<file path="src/rtl/cache_op_unit_if.sv">
// rtl/cache_op_unit_if.sv - CACHE-op request, tag-array and writeback signal bundle
interface cache_op_unit_if #(
   parameter int INDEX_W  = 7,
   parameter int OFFSET_W = 5,
   parameter int WAYS     = 2
);
   localparam int TAG_W = 32 - OFFSET_W - INDEX_W;
   localparam int WAY_W = (WAYS > 1) ? $clog2(WAYS) : 1;

   logic [4:0]                  cache_op;
   logic [31:0]                 cache_paddr;
   logic [1:0]                  cache_target;
   logic                        cache_op_done;
   logic                        cache_busy;
   logic [31:0]                 cp0_taglo;

   logic                        tag_rd_en;
   logic [1:0]                  tag_rd_sel;
   logic [INDEX_W-1:0]          tag_rd_index;
   logic [WAYS*(TAG_W+2)-1:0]   tag_rd_data;

   logic                        tag_wr_en;
   logic [1:0]                  tag_wr_sel;
   logic [INDEX_W-1:0]          tag_wr_index;
   logic [WAY_W-1:0]            tag_wr_way;
   logic [TAG_W+1:0]            tag_wr_data;

   logic                        wb_req;
   logic [INDEX_W-1:0]          wb_index;
   logic [WAY_W-1:0]            wb_way;
   logic [TAG_W-1:0]            wb_tag;
   logic                        wb_ack;

   modport slave (
      input  cache_op, cache_paddr, cache_target, cp0_taglo, tag_rd_data, wb_ack,
      output cache_op_done, cache_busy,
      output tag_rd_en, tag_rd_sel, tag_rd_index,
      output tag_wr_en, tag_wr_sel, tag_wr_index, tag_wr_way, tag_wr_data,
      output wb_req, wb_index, wb_way, wb_tag
   );

   modport master (
      output cache_op, cache_paddr, cache_target, cp0_taglo, tag_rd_data, wb_ack,
      input  cache_op_done, cache_busy,
      input  tag_rd_en, tag_rd_sel, tag_rd_index,
      input  tag_wr_en, tag_wr_sel, tag_wr_index, tag_wr_way, tag_wr_data,
      input  wb_req, wb_index, wb_way, wb_tag
   );
endinterface

</file>
<file path="src/rtl/cache_op_unit.sv">
// rtl/cache_op_unit.sv - MIPS CACHE-instruction responder for the writeback stage
module cache_op_unit #(
   parameter int INDEX_W  = 7,
   parameter int OFFSET_W = 5,
   parameter int WAYS     = 2
) (
   input logic            clk,
   input logic            resetn,
   cache_op_unit_if.slave bus
);
   localparam int TAG_W = 32 - OFFSET_W - INDEX_W;
   localparam int WAY_W = (WAYS > 1) ? $clog2(WAYS) : 1;
   localparam int ENT_W = TAG_W + 2;

   localparam logic [2:0] OP_IDX_INV   = 3'b000;
   localparam logic [2:0] OP_STORE_TAG = 3'b010;
   localparam logic [2:0] OP_HIT_INV   = 3'b100;
   localparam logic [2:0] OP_HIT_WBINV = 3'b101;
   localparam logic [1:0] TGT_D        = 2'b10;
   localparam logic [1:0] TGT_BAD      = 2'b11;

   typedef enum logic [2:0] {
      S_IDLE, S_READ, S_CHECK, S_WB, S_WRITE, S_DONE, S_HOLD
   } state_t;

   state_t             state_q, state_d;
   logic [2:0]         op_q, op_d;
   logic [31:0]        paddr_q, paddr_d;
   logic [1:0]         target_q, target_d;
   logic               tag_rd_en_q, tag_rd_en_d;
   logic               tag_wr_en_q, tag_wr_en_d;
   logic [WAY_W-1:0]   tag_wr_way_q, tag_wr_way_d;
   logic [ENT_W-1:0]   tag_wr_data_q, tag_wr_data_d;
   logic               wb_req_q, wb_req_d;
   logic [WAY_W-1:0]   wb_way_q, wb_way_d;
   logic [TAG_W-1:0]   wb_tag_q, wb_tag_d;
   logic               done_q, done_d;

   logic [ENT_W-1:0]   entry [WAYS];
   logic               hit;
   logic [WAY_W-1:0]   hit_way, addr_way, sel_way;
   logic [ENT_W-1:0]   sel_entry;
   logic               change, need_wb;
   logic [ENT_W-1:0]   store_entry;
   logic               unused_bits;

   // Lowest-numbered matching way wins, so scan down and let the last match stick.
   always_comb begin
      hit     = 1'b0;
      hit_way = '0;
      for (int w = WAYS - 1; w >= 0; w--) begin
         entry[w] = bus.tag_rd_data[w*ENT_W +: ENT_W];
         if (entry[w][ENT_W-1] && (entry[w][TAG_W-1:0] == paddr_q[31 -: TAG_W])) begin
            hit     = 1'b1;
            hit_way = WAY_W'(w);
         end
      end
   end

   assign addr_way    = paddr_q[OFFSET_W+INDEX_W +: WAY_W];
   assign sel_way     = (op_q == OP_IDX_INV) ? addr_way : hit_way;
   assign sel_entry   = entry[sel_way];
   assign change      = (op_q == OP_IDX_INV) || hit;
   assign need_wb     = change && (op_q != OP_HIT_INV) && (target_q == TGT_D) &&
                        sel_entry[ENT_W-1] && sel_entry[ENT_W-2];
   assign store_entry = {bus.cp0_taglo[7], bus.cp0_taglo[6], TAG_W'(bus.cp0_taglo[31:12])};

   always_comb begin
      state_d       = state_q;
      op_d          = op_q;
      paddr_d       = paddr_q;
      target_d      = target_q;
      tag_rd_en_d   = 1'b0;
      tag_wr_en_d   = 1'b0;
      tag_wr_way_d  = tag_wr_way_q;
      tag_wr_data_d = tag_wr_data_q;
      wb_req_d      = wb_req_q;
      wb_way_d      = wb_way_q;
      wb_tag_d      = wb_tag_q;
      done_d        = 1'b0;
      case (state_q)
         S_IDLE: begin
            if (bus.cache_target != 2'b00) begin
               op_d     = bus.cache_op[4:2];
               paddr_d  = bus.cache_paddr;
               target_d = bus.cache_target;
               if (bus.cache_target == TGT_BAD) begin
                  state_d = S_DONE;
                  done_d  = 1'b1;
               end else begin
                  case (bus.cache_op[4:2])
                     OP_STORE_TAG: begin
                        state_d       = S_WRITE;
                        tag_wr_en_d   = 1'b1;
                        tag_wr_way_d  = bus.cache_paddr[OFFSET_W+INDEX_W +: WAY_W];
                        tag_wr_data_d = store_entry;
                     end
                     OP_IDX_INV, OP_HIT_INV: begin
                        state_d     = S_READ;
                        tag_rd_en_d = 1'b1;
                     end
                     OP_HIT_WBINV: begin
                        if (bus.cache_target == TGT_D) begin
                           state_d     = S_READ;
                           tag_rd_en_d = 1'b1;
                        end else begin
                           state_d = S_DONE;
                           done_d  = 1'b1;
                        end
                     end
                     default: begin
                        state_d = S_DONE;
                        done_d  = 1'b1;
                     end
                  endcase
               end
            end
         end
         S_READ: state_d = S_CHECK;
         S_CHECK: begin
            tag_wr_way_d  = sel_way;
            tag_wr_data_d = '0;
            if (need_wb) begin
               state_d  = S_WB;
               wb_req_d = 1'b1;
               wb_way_d = sel_way;
               wb_tag_d = sel_entry[TAG_W-1:0];
            end else if (change) begin
               state_d     = S_WRITE;
               tag_wr_en_d = 1'b1;
            end else begin
               state_d = S_DONE;
               done_d  = 1'b1;
            end
         end
         S_WB: begin
            if (bus.wb_ack) begin
               state_d     = S_WRITE;
               wb_req_d    = 1'b0;
               tag_wr_en_d = 1'b1;
            end
         end
         S_WRITE: begin
            state_d = S_DONE;
            done_d  = 1'b1;
         end
         S_DONE: state_d = S_HOLD;
         // Held target from the same instruction must not retrigger.
         S_HOLD: if (bus.cache_target == 2'b00) state_d = S_IDLE;
         default: state_d = S_IDLE;
      endcase
   end

   always_ff @(posedge clk) begin
      if (!resetn) begin
         state_q       <= S_IDLE;
         op_q          <= '0;
         paddr_q       <= '0;
         target_q      <= '0;
         tag_rd_en_q   <= 1'b0;
         tag_wr_en_q   <= 1'b0;
         tag_wr_way_q  <= '0;
         tag_wr_data_q <= '0;
         wb_req_q      <= 1'b0;
         wb_way_q      <= '0;
         wb_tag_q      <= '0;
         done_q        <= 1'b0;
      end else begin
         state_q       <= state_d;
         op_q          <= op_d;
         paddr_q       <= paddr_d;
         target_q      <= target_d;
         tag_rd_en_q   <= tag_rd_en_d;
         tag_wr_en_q   <= tag_wr_en_d;
         tag_wr_way_q  <= tag_wr_way_d;
         tag_wr_data_q <= tag_wr_data_d;
         wb_req_q      <= wb_req_d;
         wb_way_q      <= wb_way_d;
         wb_tag_q      <= wb_tag_d;
         done_q        <= done_d;
      end
   end

   assign bus.cache_op_done = done_q;
   assign bus.cache_busy    = (state_q != S_IDLE) && (state_q != S_HOLD);
   assign bus.tag_rd_en     = tag_rd_en_q;
   assign bus.tag_rd_sel    = target_q;
   assign bus.tag_rd_index  = paddr_q[OFFSET_W +: INDEX_W];
   assign bus.tag_wr_en     = tag_wr_en_q;
   assign bus.tag_wr_sel    = target_q;
   assign bus.tag_wr_index  = paddr_q[OFFSET_W +: INDEX_W];
   assign bus.tag_wr_way    = tag_wr_way_q;
   assign bus.tag_wr_data   = tag_wr_data_q;
   assign bus.wb_req        = wb_req_q;
   assign bus.wb_index      = paddr_q[OFFSET_W +: INDEX_W];
   assign bus.wb_way        = wb_way_q;
   assign bus.wb_tag        = wb_tag_q;

   assign unused_bits = ^{bus.cache_op[1:0], paddr_q[OFFSET_W-1:0],
                          bus.cp0_taglo[11:8], bus.cp0_taglo[5:0]};
endmodule

</file>
<file path="src/flat_wrapper.sv">
// flat-port wrapper written by rule: the top's interface ports become plain ports
module cache_op_unit_flat 
#(
   parameter int INDEX_W  = 7,
   parameter int OFFSET_W = 5,
   parameter int WAYS     = 2
)
  (clk, resetn, bus_cache_op, bus_cache_paddr, bus_cache_target, bus_cp0_taglo, bus_tag_rd_data, bus_wb_ack, bus_cache_op_done, bus_cache_busy, bus_tag_rd_en, bus_tag_rd_sel, bus_tag_rd_index, bus_tag_wr_en, bus_tag_wr_sel, bus_tag_wr_index, bus_tag_wr_way, bus_tag_wr_data, bus_wb_req, bus_wb_index, bus_wb_way, bus_wb_tag);
  cache_op_unit_if #(.INDEX_W(INDEX_W), .OFFSET_W(OFFSET_W), .WAYS(WAYS)) bus_i ();
  input logic clk;
  input logic resetn;
  input wire logic [$bits(bus_i.cache_op)-1:0] bus_cache_op;
  input wire logic [$bits(bus_i.cache_paddr)-1:0] bus_cache_paddr;
  input wire logic [$bits(bus_i.cache_target)-1:0] bus_cache_target;
  input wire logic [$bits(bus_i.cp0_taglo)-1:0] bus_cp0_taglo;
  input wire logic [$bits(bus_i.tag_rd_data)-1:0] bus_tag_rd_data;
  input wire logic [$bits(bus_i.wb_ack)-1:0] bus_wb_ack;
  output wire logic [$bits(bus_i.cache_op_done)-1:0] bus_cache_op_done;
  output wire logic [$bits(bus_i.cache_busy)-1:0] bus_cache_busy;
  output wire logic [$bits(bus_i.tag_rd_en)-1:0] bus_tag_rd_en;
  output wire logic [$bits(bus_i.tag_rd_sel)-1:0] bus_tag_rd_sel;
  output wire logic [$bits(bus_i.tag_rd_index)-1:0] bus_tag_rd_index;
  output wire logic [$bits(bus_i.tag_wr_en)-1:0] bus_tag_wr_en;
  output wire logic [$bits(bus_i.tag_wr_sel)-1:0] bus_tag_wr_sel;
  output wire logic [$bits(bus_i.tag_wr_index)-1:0] bus_tag_wr_index;
  output wire logic [$bits(bus_i.tag_wr_way)-1:0] bus_tag_wr_way;
  output wire logic [$bits(bus_i.tag_wr_data)-1:0] bus_tag_wr_data;
  output wire logic [$bits(bus_i.wb_req)-1:0] bus_wb_req;
  output wire logic [$bits(bus_i.wb_index)-1:0] bus_wb_index;
  output wire logic [$bits(bus_i.wb_way)-1:0] bus_wb_way;
  output wire logic [$bits(bus_i.wb_tag)-1:0] bus_wb_tag;
  assign bus_i.cache_op = bus_cache_op;
  assign bus_i.cache_paddr = bus_cache_paddr;
  assign bus_i.cache_target = bus_cache_target;
  assign bus_i.cp0_taglo = bus_cp0_taglo;
  assign bus_i.tag_rd_data = bus_tag_rd_data;
  assign bus_i.wb_ack = bus_wb_ack;
  assign bus_cache_op_done = bus_i.cache_op_done;
  assign bus_cache_busy = bus_i.cache_busy;
  assign bus_tag_rd_en = bus_i.tag_rd_en;
  assign bus_tag_rd_sel = bus_i.tag_rd_sel;
  assign bus_tag_rd_index = bus_i.tag_rd_index;
  assign bus_tag_wr_en = bus_i.tag_wr_en;
  assign bus_tag_wr_sel = bus_i.tag_wr_sel;
  assign bus_tag_wr_index = bus_i.tag_wr_index;
  assign bus_tag_wr_way = bus_i.tag_wr_way;
  assign bus_tag_wr_data = bus_i.tag_wr_data;
  assign bus_wb_req = bus_i.wb_req;
  assign bus_wb_index = bus_i.wb_index;
  assign bus_wb_way = bus_i.wb_way;
  assign bus_wb_tag = bus_i.wb_tag;
  cache_op_unit #(.INDEX_W(INDEX_W), .OFFSET_W(OFFSET_W), .WAYS(WAYS)) u_core (.clk(clk), .resetn(resetn), .bus(bus_i));
endmodule
</file>
<file path="config.mk">
export PLATFORM = sky130hd
export DESIGN_NAME = cache_op_unit_flat
export DESIGN_NICKNAME = d
export VERILOG_FILES = /design/src/rtl/cache_op_unit_if.sv /design/src/rtl/cache_op_unit.sv /design/src/flat_wrapper.sv
export SDC_FILE = /design/constraint.sdc
export NUM_CORES = 1
export LEC_CHECK = 0
export ABC_AREA = 0
export BUFFER_PORTS_ARGS = -buffer_cell sky130_fd_sc_hd__buf_2
export CORE_UTILIZATION = 48
export CTS_BUF_LIST = sky130_fd_sc_hd__clkbuf_8
export DETAILED_ROUTE_END_ITERATION = 7
export PLACE_DENSITY = 0.82
export SLEW_MARGIN = 20
export SYNTH_ARGS = -nofsm -noshare
export SYNTH_HDL_FRONTEND = slang
export SYNTH_SLANG_ARGS = --single-unit
</file>
<file path="constraint.sdc">
create_clock -name clk -period 2.9 [get_ports clk]
set_clock_uncertainty 0.15 [all_clocks]
set_input_delay 0.145 -clock clk [delete_from_list [all_inputs] [get_ports clk]]
set_output_delay 0.145 -clock clk [all_outputs]
set_load 0.05 [all_outputs]
</file>
# == Yosys cells after proc, flatten, opt, wreduce, memory -nomap -nowiden ==
# Cells that the tools add are included.
# op_classes
n_lt_le_gt_ge,1
eq_ne,22
mux,43
bitwise,4
reduce_logical,24
# op_table
op,n
$mux W22,6
$pmux W22 S2,1
$eq A20 B20 Y1,2
$mux W1,22
$pmux W3 S7,1
$mux W3,6
$eq A3 B3 Y1 const B,5
$eq A3 B2 Y1 const B,3
$logic_not A3 Y1,3
$pmux W3 S3,1
$pmux W1 S2,4
$logic_and A1 B1 Y1,7
$eq A2 B2 Y1 const B,3
$ne A2 B1 Y1 const B,3
$ne A2 B2 Y1 const B,3
$ne A3 B3 Y1 const B,2
$pmux W1 S3,2
$reduce_and A3 Y1,2
$reduce_bool A2 Y1,3
$reduce_and A2 Y1,2
$reduce_and A4 Y1,1
$reduce_or A4 Y1,1
$eq A3 B1 Y1 const B,1
$not A1 Y1,3
7 further kinds,7
# word_totals
register_bits,88
inputBits,118
output_inout_bits,74

# == Logic depth before layout (Yosys ltp) ==
# Gate-level depths: netlist of the first run.
# logic_depth
ltp_word,13
depth_mapped,9
mapped_depth_nobuf,7

# == Worst setup path before layout of the first run ==
# No wires, ideal clock.
# synth_timing
kind,reg-to-reg
from,register u_core.paddr_q[28]
to,"register u_core.wb_tag_q[0], in the netlist u_core.bus.wb_tag[0]"
setup_ns,0.086
t_arrival_ns,2.027
required_ns,2.664
setup_slack_ns,0.637
path_stages_with_launch,10
path_buffers,2
period_less_slack_ns,2.263
path_cell_list,dfxtp_1 -> xor2_1 -> nor4_1 -> nand4_1 -> or3_4 -> a21bo_1 -> buf_6 -> buf_6 -> mux2i_1 -> a211oi_1
# synth_between
elab_chain_cells,12
# synth_rtl
element,line,text
start: declaration,cache_op_unit.sv:28,"logic [31:0] paddr_q, paddr_d;"
start signal: assignment,cache_op_unit.sv:171,paddr_q <= paddr_d;
$eq A20 B20 Y1,cache_op_unit.sv:53,if (entry[w][ENT_W-1] && (entry[w][TAG_W-1:0] == paddr_q[31 -: TAG_W])) begin
$logic_and A1 B1 Y1,cache_op_unit.sv:53,
$mux W1 (2 in a row),cache_op_unit.sv:53,
$mux W1,cache_op_unit.sv:61,assign sel_way = (op_q == OP_IDX_INV) ? addr_way : hit_way;
$not A1 Y2 (implied by the code),cache_op_unit.sv:62,assign sel_entry = entry[sel_way];
$mux W22 (implied by the code) (3 in a row),cache_op_unit.sv:62,
$logic_and A1 B1 Y1,cache_op_unit.sv:64,assign need_wb = change && (op_q != OP_HIT_INV) && (target_q == TGT_D) &&
$logic_and A1 B1 Y1,cache_op_unit.sv:65,sel_entry[ENT_W-1] && sel_entry[ENT_W-2];
$reduce_and A2 Y1 (no line),-,
end signal: assignment,cache_op_unit.sv:179,wb_tag_q <= wb_tag_d;
end: declaration,cache_op_unit.sv:36,"logic [TAG_W-1:0] wb_tag_q, wb_tag_d;"
# Several ways; a longest one is shown, not always the timed one. The select of a mux whose other input is x is not followed.
# A chain may end at the register's enable or synchronous reset.

# == Worst setup path in the final report of the first run ==
# layout_timing
from,register u_core.paddr_q[30]
to,"register u_core.wb_tag_q[4], in the netlist u_core.bus.wb_tag[4]"
# Same word-level chain as after synthesis.

==> results.toml, run 1 <==
[cells_and_area]
final_layout_size_suffix_gt1_frac = 0.2953
utilization = 0.6826
fillerInstances = 697
regArea_mm2 = 0.001662
n_antenna_cell = 0
finish.net_count = 814
finalNonFillerCells = 806
multiInputGateArea_mm2 = 0.002097
layout-area-overhead-vs-synth_pct = 37.47
final_area_mm2 = 0.005637

[die]
ioPinCount = 192
vertical_extent_of_the_die_um = 94.43
design.die.area_mm2 = 0.008916
floorplan.initialDensity = 0.4965
die_w_um = 94.43
coreArea_mm2 = 0.008258
number_of_placement_rows = 33

[synth]
synth.avg_cell_area_um2 = 8.151
syn_nets = 621
async_set_reset_flop_share_out_of_synthesis = 0
synth_most_common_cell = "nand2_1"
mux_cell_area_share_after_synthesis = 0.04883
synth.area.top_cells = "dfxtp_1 (41%), a21oi_1 (10%), nand2_1 (9.2%)"
synthesis.yosys.warnings = 0
postSynth.topFlopCell = "dfxtp_1"
synthesis.area_mm2 = 0.004100
synth_largest_area_cell = "dfxtp_1"
synth_top_area_share = 0.4052
largest_family_of_logic_cells_by_synthesized_area = "compound AO/OA/AOI/OAI gates"
synth_sequential_area_ratio = 0.4052
synth_edf_count = 0
post_synth_inst_count = 503
post_synth_most_frequent_cells = "nand2_1 (100), dfxtp_1 (83), a21oi_1 (82)"
synth_seq_cells = 83
compound_gate_fraction_of_synth_area = 0.1892
area_share_of_fa_ha_maj_cells_after_synthesis = 0
synth_xor_area_frac = 0.08331
post_synth_num_cell_types = 49
yosys.area_share.simple = 0.1886

[worst_setup_path]
worst-path-max-fanout = 20
critical_path_arrival_ns = 2.80
criticalPathCategory = "reg -> reg"
cp-start-kind = "flop"
setup.reg_to_reg.worst_slack_ns = 0.16
critPathRequiredTime_ns = 2.96
critPathCaptureType = "flop"

[placement]
detailed_place.area_mm2 = 0.004852
dp.final_hpwl_um = 8445
io_buffer_count = 174
placed_cells = 734
finalWeightedCongestion = 0.9635

[global_routing]
grt_antenna_before_repair = 0
grt_most_used_layer = "met2"
groute.layer.met3.usage = 0.05153
number_of_global_route_vias_before_repair = 4175
grtUsageMet1 = 0.3502
globalRoute.totalOverflow = 0
largest_net_degree_at_the_start_of_global_routing = 49
met2_track_demand_over_resource = 0.4722
grt_use_total = 0.2847
global_route_wire_length_before_repair_um = 19550

[sta]
share_of_the_clock_period_used_by_the_worst_path = 0.9445
timing.setup.tns_ns = 0
layout_min_cycle_time_ns = 2.739
setup_viols_final = 0
fmax_ghz = 0.3651
maxSlewViolCount = 0
worst_slew_pin_slew_ns = 0.5737
slew-limit-headroom = 0.6170
rsz0062_at_grt = "false"
hold_viol_final = 0

[drt]
final_antenna_net_count = 0
routed-via-count = 4374
drt_iter0_markers = 217
remaining_drc_errors = 0
detailedRoute.firstPassIterationCount = 5
viasPerCell = 5.427
avgRoutedWirePerCell_um = 15.42
drt-total-wl_um = 12430

[clock_network]
post_cts_clock_slew_at_the_launch_and_capture_registers_of_the_worst_setup_and_hold_paths_ns = 0.09
cts_htree_levels = 3
cts.path.max_buffers = 2
post_cts_resize_count = 0
cts_root_buf = "clkbuf_8"
tritoncts.num_buffers = 9
cts_sinks = 83
tritoncts = "done"
insertion_delay_to_the_later_sink_of_the_worst_skew_pair_ns = 0.35

[power]
switching_share = 0.4286
switchingPower_uw = 1765
power_density_mw_per_mm2 = 730.6
seq_power_share = 0.362
power.ir.vdd_worst_mv = 0.4163
power.combinational.fraction = 0.412
power_report.internal_total_uw = 2353
clockPowerShare = 0.226
p_total_uw = 4118
power.static_leakage_uw = 0.002493

[status]
status = "finished clean"

[hold_path]
worst_hold_path_type = "in -> reg"

[flow_run]
maxCapViolCount = 0
[layout by cell type (no fill, tap or decap), drive strengths merged, types with 5 or more instances in the layout]
| cell type | netlist | final |
|---|---|---|
| nand3 | 25 | 25 |
| clkbuf | 24 | 9 |
| a21oi | 82 | 82 |
| a211oi | 20 | 20 |
| nor3 | 5 | 5 |
| dlygate4sd3 | 0 | 56 |
| nor2 | 12 | 12 |
| dfxtp | 83 | 83 |
| mux2i | 20 | 20 |
| nor4 | 9 | 9 |
| buf | 33 | 183 |
| xor2 | 31 | 31 |
| xnor2 | 8 | 8 |
| o21ai | 8 | 8 |
| nand2 | 100 | 100 |
[through the flow]
step,setup slack [ns],hold WS (ns)
after CTS,0.2259,0.006366
after global routing,0.04404,0.03459
final,0.1610,0.01275
after global placement,0.3292,0.2348
after detailed placement,0.2440,0.2410
after floorplan,0.6373,0.1262
[critical path: stages, from the launching register on]
cell,delay (ns)
dfxtp_1,0.35
xor2_1,0.17
nor4_1,0.33
nand4_1,0.24
nor3_1,0.31
a21bo_1,0.23
buf_4,0.35
mux2i_1,0.34
a211oi_1,0.13
[kinds of logic (layout without fill, tap and decap cells)]
group	Yosys count	in the layout
AO/OA/AOI/OAI	129	129
multiplexers	20	20
XOR/XNOR	39	39
flip-flops	83	83
buffers and inverters	60	258
AND/OR/NAND/NOR	172	172
[layer usage]
metal  up-vias  part of all wire
li1       2112                 -
met1      2000              0.42
met2       221              0.47
met3        41             0.073
met4         0             0.036
met5         -                 0
[layout make-up]
cell class              count  area share
multi-input cells         360      0.3720
flip-flops and latches     83      0.2948
inverters                   3    0.001998
well taps                 105     0.02331
clock buffers               9     0.02198
repair buffers            239      0.2681
clock inverters             7     0.01776
[flip-flops by register name, summed over array words and instances (netlist names)]
signal	count
u_core.bus.cache_op_done	1
u_core.bus.tag_rd_en	1
u_core.bus.tag_rd_sel	2
u_core.bus.tag_wr_data	22
u_core.bus.tag_wr_en	1
u_core.bus.tag_wr_way	1
u_core.bus.wb_req	1
u_core.bus.wb_tag	20
u_core.bus.wb_way	1
u_core.op_q	3
u_core.paddr_q	27
u_core.state_q	3
[what timing repair did]
| item | 4_1_cts | 5_1_grt |
|---|---|---|
| hold endpoints to repair | 59 | 0 |
| hold buffers | 56 | 0 |
| buffers inserted | 0 | 0 |
| setup endpoints to repair | 0 | 0 |
[worst paths after layout]
| path | from | to | cells past startpoint |
|---|---|---|---|
| setup / recovery | u_core.paddr_q[30]$_SDFFE_PN0P_ | u_core.bus.wb_tag[4]$_SDFFE_PN0P_ | 8 |
| setup reg to reg | u_core.paddr_q[30]$_SDFFE_PN0P_ | u_core.bus.wb_tag[4]$_SDFFE_PN0P_ | 8 |
| hold / removal | bus_tag_rd_data[39] | u_core.bus.wb_tag[17]$_SDFFE_PN0P_ | 3 |
| hold reg to reg | u_core.bus.wb_req$_SDFFE_PN0P_ | u_core.bus.wb_req$_SDFFE_PN0P_ | 2 |
[power groups by stage]
| stage | combinational, uW | sequential (uW) | clock (uW) |
|---|---|---|---|
| floorplan | 1270 | 1570 | 0 |
| global placement | 1600 | 1500 | 0 |
| detailed placement | 1620 | 1510 | 0 |
| CTS | 1680 | 1480 | 943 |
| global route | 1840 | 1520 | 991 |
| finish | 1700 | 1490 | 931 |
Note: power is estimated with default switching activity, not from simulation.
==> run 2: changes to the inputs <==
- BUFFER_PORTS_ARGS: -buffer_cell sky130_fd_sc_hd__buf_2 -> -buffer_cell sky130_fd_sc_hd__clkbuf_2
==> run 2 against run 1 <==
  * Clock power shrank 0.8%
  * Core utilization grew 0.73 points
  * Sequential share of layout area fell by 0.31 points
  * First-iteration DRC count is 3.2% lower
  * Cell count up 0.74%
  * Critical path depth stayed put
  * Total power is essentially flat
  * Combinational power about the same
  * Non-clock buffer count rose by 6
  * Highest routed layer unchanged
==> results.toml, run 2 (synthesized netlist as in run 1, its figures left out) <==
[clock_network]
cts_root_buf = "clkbuf_8"
tritoncts = "done"
cts.path.max_buffers = 2
insertion_delay_to_the_later_sink_of_the_worst_skew_pair_ns = 0.35
cts_htree_levels = 3
post_cts_clock_slew_at_the_launch_and_capture_registers_of_the_worst_setup_and_hold_paths_ns = 0.08
cts_sinks = 83
tritoncts.num_buffers = 9

[global_routing]
largest_net_degree_at_the_start_of_global_routing = 50
grt_antenna_before_repair = 0
globalRoute.totalOverflow = 0
grt_use_total = 0.2844
global_route_wire_length_before_repair_um = 19380
number_of_global_route_vias_before_repair = 4118

[cells_and_area]
multiInputGateArea_mm2 = 0.002097
finish.net_count = 820
layout-area-overhead-vs-synth_pct = 38.94
most-common-layout-cells = "clkbuf_2 (174), nand2_1 (100), dfxtp_1 (83)"
final_layout_size_suffix_gt1_frac = 0.2928
final_common_cell = "clkbuf_2"
n_antenna_cell = 0
regArea_mm2 = 0.001662
largest-register = "u_core.paddr_q"
fillerInstances = 682
largest_register_ffs = 27

[flow_run]
maxCapViolCount = 0

[sta]
setup_viols_final = 0
fmax_ghz = 0.3689
hold_viol_final = 0
maxSlewViolCount = 0
share_of_the_clock_period_used_by_the_worst_path = 0.9347
rsz0062_at_grt = "false"
timing.setup.tns_ns = 0
worst_slew_pin_slew_ns = 0.5607
layout_min_cycle_time_ns = 2.711
slew-limit-headroom = 0.6256

[drt]
viasPerCell = 5.351
drt-total-wl_um = 12690
routed-via-count = 4345
detailedRoute.firstPassIterationCount = 5
avgRoutedWirePerCell_um = 15.63
final_antenna_net_count = 0
remaining_drc_errors = 0
drt_iter0_markers = 210

[power]
power_density_mw_per_mm2 = 722.7
power.static_leakage_uw = 0.002490
power.ir.vdd_worst_mv = 0.3618
p_total_uw = 4117

[placement]
dp.final_hpwl_um = 8458
finalWeightedCongestion = 0.9338
io_buffer_count = 174

[die]
number_of_placement_rows = 33
coreArea_mm2 = 0.008258
die_w_um = 94.43
vertical_extent_of_the_die_um = 94.43
floorplan.initialDensity = 0.4965
design.die.area_mm2 = 0.008916
ioPinCount = 192

[worst_setup_path]
critPathRequiredTime_ns = 2.96
critPathCaptureType = "flop"
critical_path.slowest_cell = "or3_4"
slowest_delay_ns = 0.45
cp_num_buf_inv = 1
logic_depth_of_the_worst_path_buffers_included = 8
critical_path.cell_chain = "xor2_1, nor4_1, nand4_1, or3_4, a21bo_1, buf_4, mux2i_1, a211oi_1"
criticalPathCategory = "reg -> reg"
critical_path_arrival_ns = 2.77
reg2reg_depth = 8
worst-path-max-fanout = 20
critPathLaunch = "u_core.paddr_q[28]$_SDFFE_PN0P_"
setup.reg_to_reg.worst_slack_ns = 0.19
rr_startpoint = "u_core.paddr_q[28]$_SDFFE_PN0P_"
timing.critical_path.max_delay_family = "simple AND/OR/NAND/NOR gates"
cp-start-kind = "flop"

[status]
status = "finished clean"

[hold_path]
holdCritStartpoint = "bus_tag_rd_data[22]"
hold-path-cell-count = 3
worst_hold_path_type = "in -> reg"
==> run 2: cell types whose count changed in the layout (fill, tap and decap cells not counted), sizes merged <==
| cell | change |
|---|---|
| clkinvlp | -2 |
| clkbuf | +175 |
| clkinv | +1 |
| dlygate4sd3 | +6 |
| buf | -174 |
==> run 2: per-stage QoR <==
stage                     cell area (um^2)  setup WS, ns  hold WS, ns  instances    util
after global placement                4852        0.3200       0.2168        734  0.5876
after floorplan                       4100        0.6373       0.1262        503       -
after CTS                             5697        0.2020     0.005414        812  0.6898
after detailed placement              4852        0.2518       0.2230        734  0.5876
final                                 5697        0.1894      0.02463        812  0.6898
after global routing                  5697       0.04702      0.01293        812  0.6898
==> run 2: layer usage <==
layer	part of all wire	GRT usage	up-vias
li1	-	-	2122
met1	0.40	0.3386	1947
met2	0.48	0.4752	222
met3	0.078	0.06039	54
met4	0.041	0.1564	0
met5	0	0	-
==> run 2: power by group <==
part	leakage (uW)	switching [uW]	total, uW	internal, uW
Combinational	0.00170	1130	1700	563
Sequential	0.000675	195	1500	1300
Clock	0.000113	415	924	509
==> run 2: final timing paths <==
path	endpoint
setup / recovery	u_core.bus.wb_tag[18]$_SDFFE_PN0P_
hold / removal	u_core.bus.wb_tag[0]$_SDFFE_PN0P_
setup reg to reg	u_core.bus.wb_tag[18]$_SDFFE_PN0P_
hold reg to reg	u_core.bus.wb_req$_SDFFE_PN0P_
==> run 2: final cells by class <==
type | instances | area share
clock inverter | 6 | 0.01515
tap | 105 | 0.02306
sequential | 83 | 0.2917
multi-input combinational | 360 | 0.3681
inverter | 3 | 0.001977
timing repair buffer | 245 | 0.2759
clock buffer | 10 | 0.02416
==> run 2: repair_timing <==
item	in CTS	in global routing
buffers inserted	0	0
hold buffers	62	0
gates resized for setup	0	0
hold endpoints to repair	62	0
==> run 2: worst register-to-register path, delay by kind of cell (launching register included) <==
| family | cells | cell delay [ns] |
|---|---|---|
| multiplexers | 1 | 0.31 |
| flip-flops | 1 | 0.36 |
| buffers and inverters | 1 | 0.26 |
| AO/OA/AOI/OAI | 2 | 0.34 |
| XOR/XNOR | 1 | 0.18 |
| AND/OR/NAND/NOR | 3 | 0.98 |
==> run 3: changes to the inputs <==
- PLACE_DENSITY: 0.82 -> 0.89
==> run 3 against run 2 <==
  * Routed wire length is 0.39% higher
  * Cell count fell by 0.99%
  * Maximum frequency up 2.3%
  * Sequential power about the same
  * Sequential share of layout area up 0.52 points
  * Global-route usage increased by 0.30 points
  * Critical path type unchanged
  * Critical endpoint is now u_core.bus.wb_tag[5]$_SDFFE_PN0P_
==> results.toml, run 3 (synthesized netlist as in run 1, its figures left out) <==
[sta]
final_critical_path_setup_slack_ns = 0.2512
layout_min_cycle_time_ns = 2.649
fmax_ghz = 0.3775
hold_viol_final = 0
rsz0062_at_grt = "false"
setup_viols_final = 0
worst_slew_pin_slew_ns = 0.5933
share_of_the_clock_period_used_by_the_worst_path = 0.9134
slew-limit-headroom = 0.6039
timing.setup.tns_ns = 0
maxSlewViolCount = 0

[worst_setup_path]
critPathLaunch = "u_core.paddr_q[30]$_SDFFE_PN0P_"
cp-start-kind = "flop"
critical_path.slowest_cell = "dfxtp_1"
criticalPathCategory = "reg -> reg"
worst-path-max-fanout = 20
critPathRequiredTime_ns = 2.98
critical_path_arrival_ns = 2.72
critPathCaptureType = "flop"
critical_path.cell_chain = "xor2_1, nor4_1, nand4_1, nor3_1, a21bo_1, buf_6, mux2i_1, a211oi_1"
slowest_delay_ns = 0.35
rr_startpoint = "u_core.paddr_q[30]$_SDFFE_PN0P_"

[status]
status = "finished clean"

[cells_and_area]
most-common-layout-cells = "clkbuf_2 (174), nand2_1 (100), dfxtp_1 (83)"
largest-register = "u_core.paddr_q"
n_antenna_cell = 0
final_layout_size_suffix_gt1_frac = 0.2918
final_common_cell = "clkbuf_2"
largest_register_ffs = 27
layout-area-overhead-vs-synth_pct = 36.53
finish.net_count = 814
finalNonFillerCells = 804

[drt]
drt_iter0_markers = 294
routed-via-count = 4382
detailedRoute.firstPassIterationCount = 5
remaining_drc_errors = 0
viasPerCell = 5.450
avgRoutedWirePerCell_um = 15.85
final_antenna_net_count = 0
drt-total-wl_um = 12740

[die]
floorplan.initialDensity = 0.4965
ioPinCount = 192
vertical_extent_of_the_die_um = 94.43
design.die.area_mm2 = 0.008916
coreArea_mm2 = 0.008258
number_of_placement_rows = 33
die_w_um = 94.43

[placement]
io_buffer_count = 174
dp.final_hpwl_um = 8627
placed_cells = 735
detailedPlace.worstSlack_ns = 0.2569
finalWeightedCongestion = 0.9440

[clock_network]
cts_sinks = 83
cts_root_buf = "clkbuf_8"
post_cts_clock_slew_at_the_launch_and_capture_registers_of_the_worst_setup_and_hold_paths_ns = 0.08
tritoncts.num_buffers = 9
tritoncts = "done"
cts_htree_levels = 3
cts.repair_timing.setup_buffer_count = 0
insertion_delay_to_the_later_sink_of_the_worst_skew_pair_ns = 0.34
cts.path.max_buffers = 2

[global_routing]
globalRoute.totalOverflow = 0
number_of_global_route_vias_before_repair = 4202
global_route_wire_length_before_repair_um = 19830
largest_net_degree_at_the_start_of_global_routing = 35
grt_antenna_before_repair = 0
grt_use_total = 0.2874

[hold_path]
worst_hold_path_type = "in -> reg"
holdCritStartpoint = "bus_tag_rd_data[1]"

[flow_run]
maxCapViolCount = 0

[power]
p_total_uw = 4075
power.ir.vdd_worst_mv = 0.3076
power_density_mw_per_mm2 = 728.0
power.static_leakage_uw = 0.002457
## run 3: metal layers
metal  wire length, um  up-vias  track usage
met5                 0        -            0
met4               273        0       0.1090
met3               982       29      0.06441
met2              6122      231       0.4849
met1              5364     2020       0.3553
li1                  -     2102            -
## run 3: critical path, delay by kind of cell (launching register included)
kind / cells / cell delay (ns)
AND/OR/NAND/NOR: 3 / 0.86
AO/OA/AOI/OAI: 2 / 0.37
flip-flops: 1 / 0.35
multiplexers: 1 / 0.33
buffers and inverters: 1 / 0.28
XOR/XNOR: 1 / 0.17
## run 3: final cells by class
type	count	area, um^2
inverters	3	11.26
repair buffers	239	1500
fillers	656	2660
flip-flops and latches	83	1662
clock buffers	9	123.9
multi-input cells	360	2097
well taps	105	131.4
clock inverters	5	72.57
## run 3: worst paths after layout
path / cells past startpoint / endpoint / slack, ns
worst max-delay path: 8 / u_core.bus.wb_tag[5]$_SDFFE_PN0P_ / 0.25
worst min-delay path: 3 / u_core.bus.wb_tag[1]$_SDFFE_PN0P_ / 0.005
worst max register to register: 8 / u_core.bus.wb_tag[5]$_SDFFE_PN0P_ / 0.25
worst min register to register: 2 / u_core.bus.tag_wr_data[13]$_SDFFE_PN0P_ / 0.32
## run 3: power by group
| part | internal [uW] | switching, uW | total, uW |
|---|---|---|---|
| clock network | 469 | 396 | 864 |
| registers | 1300 | 198 | 1500 |
| logic | 558 | 1150 | 1710 |
| total | 2330 | 1750 | 4080 |
## run 3: per-stage QoR
step	util	area (um^2)	hold slack, ns
after floorplan	-	4100	0.1262
after global placement	0.5870	4847	0.2180
after detailed placement	0.5870	4847	0.2240
after CTS	0.6774	5594	0.003474
after global routing	0.6779	5598	0.01036
final	0.6779	5598	0.004685
## run 3: timing repair
item                                    4_1_cts  5_1_grt
endpoints found under the setup margin        0        1
hold buffers                                 55        0
endpoints found under the hold margin        57        0
resized for setup                             0        1
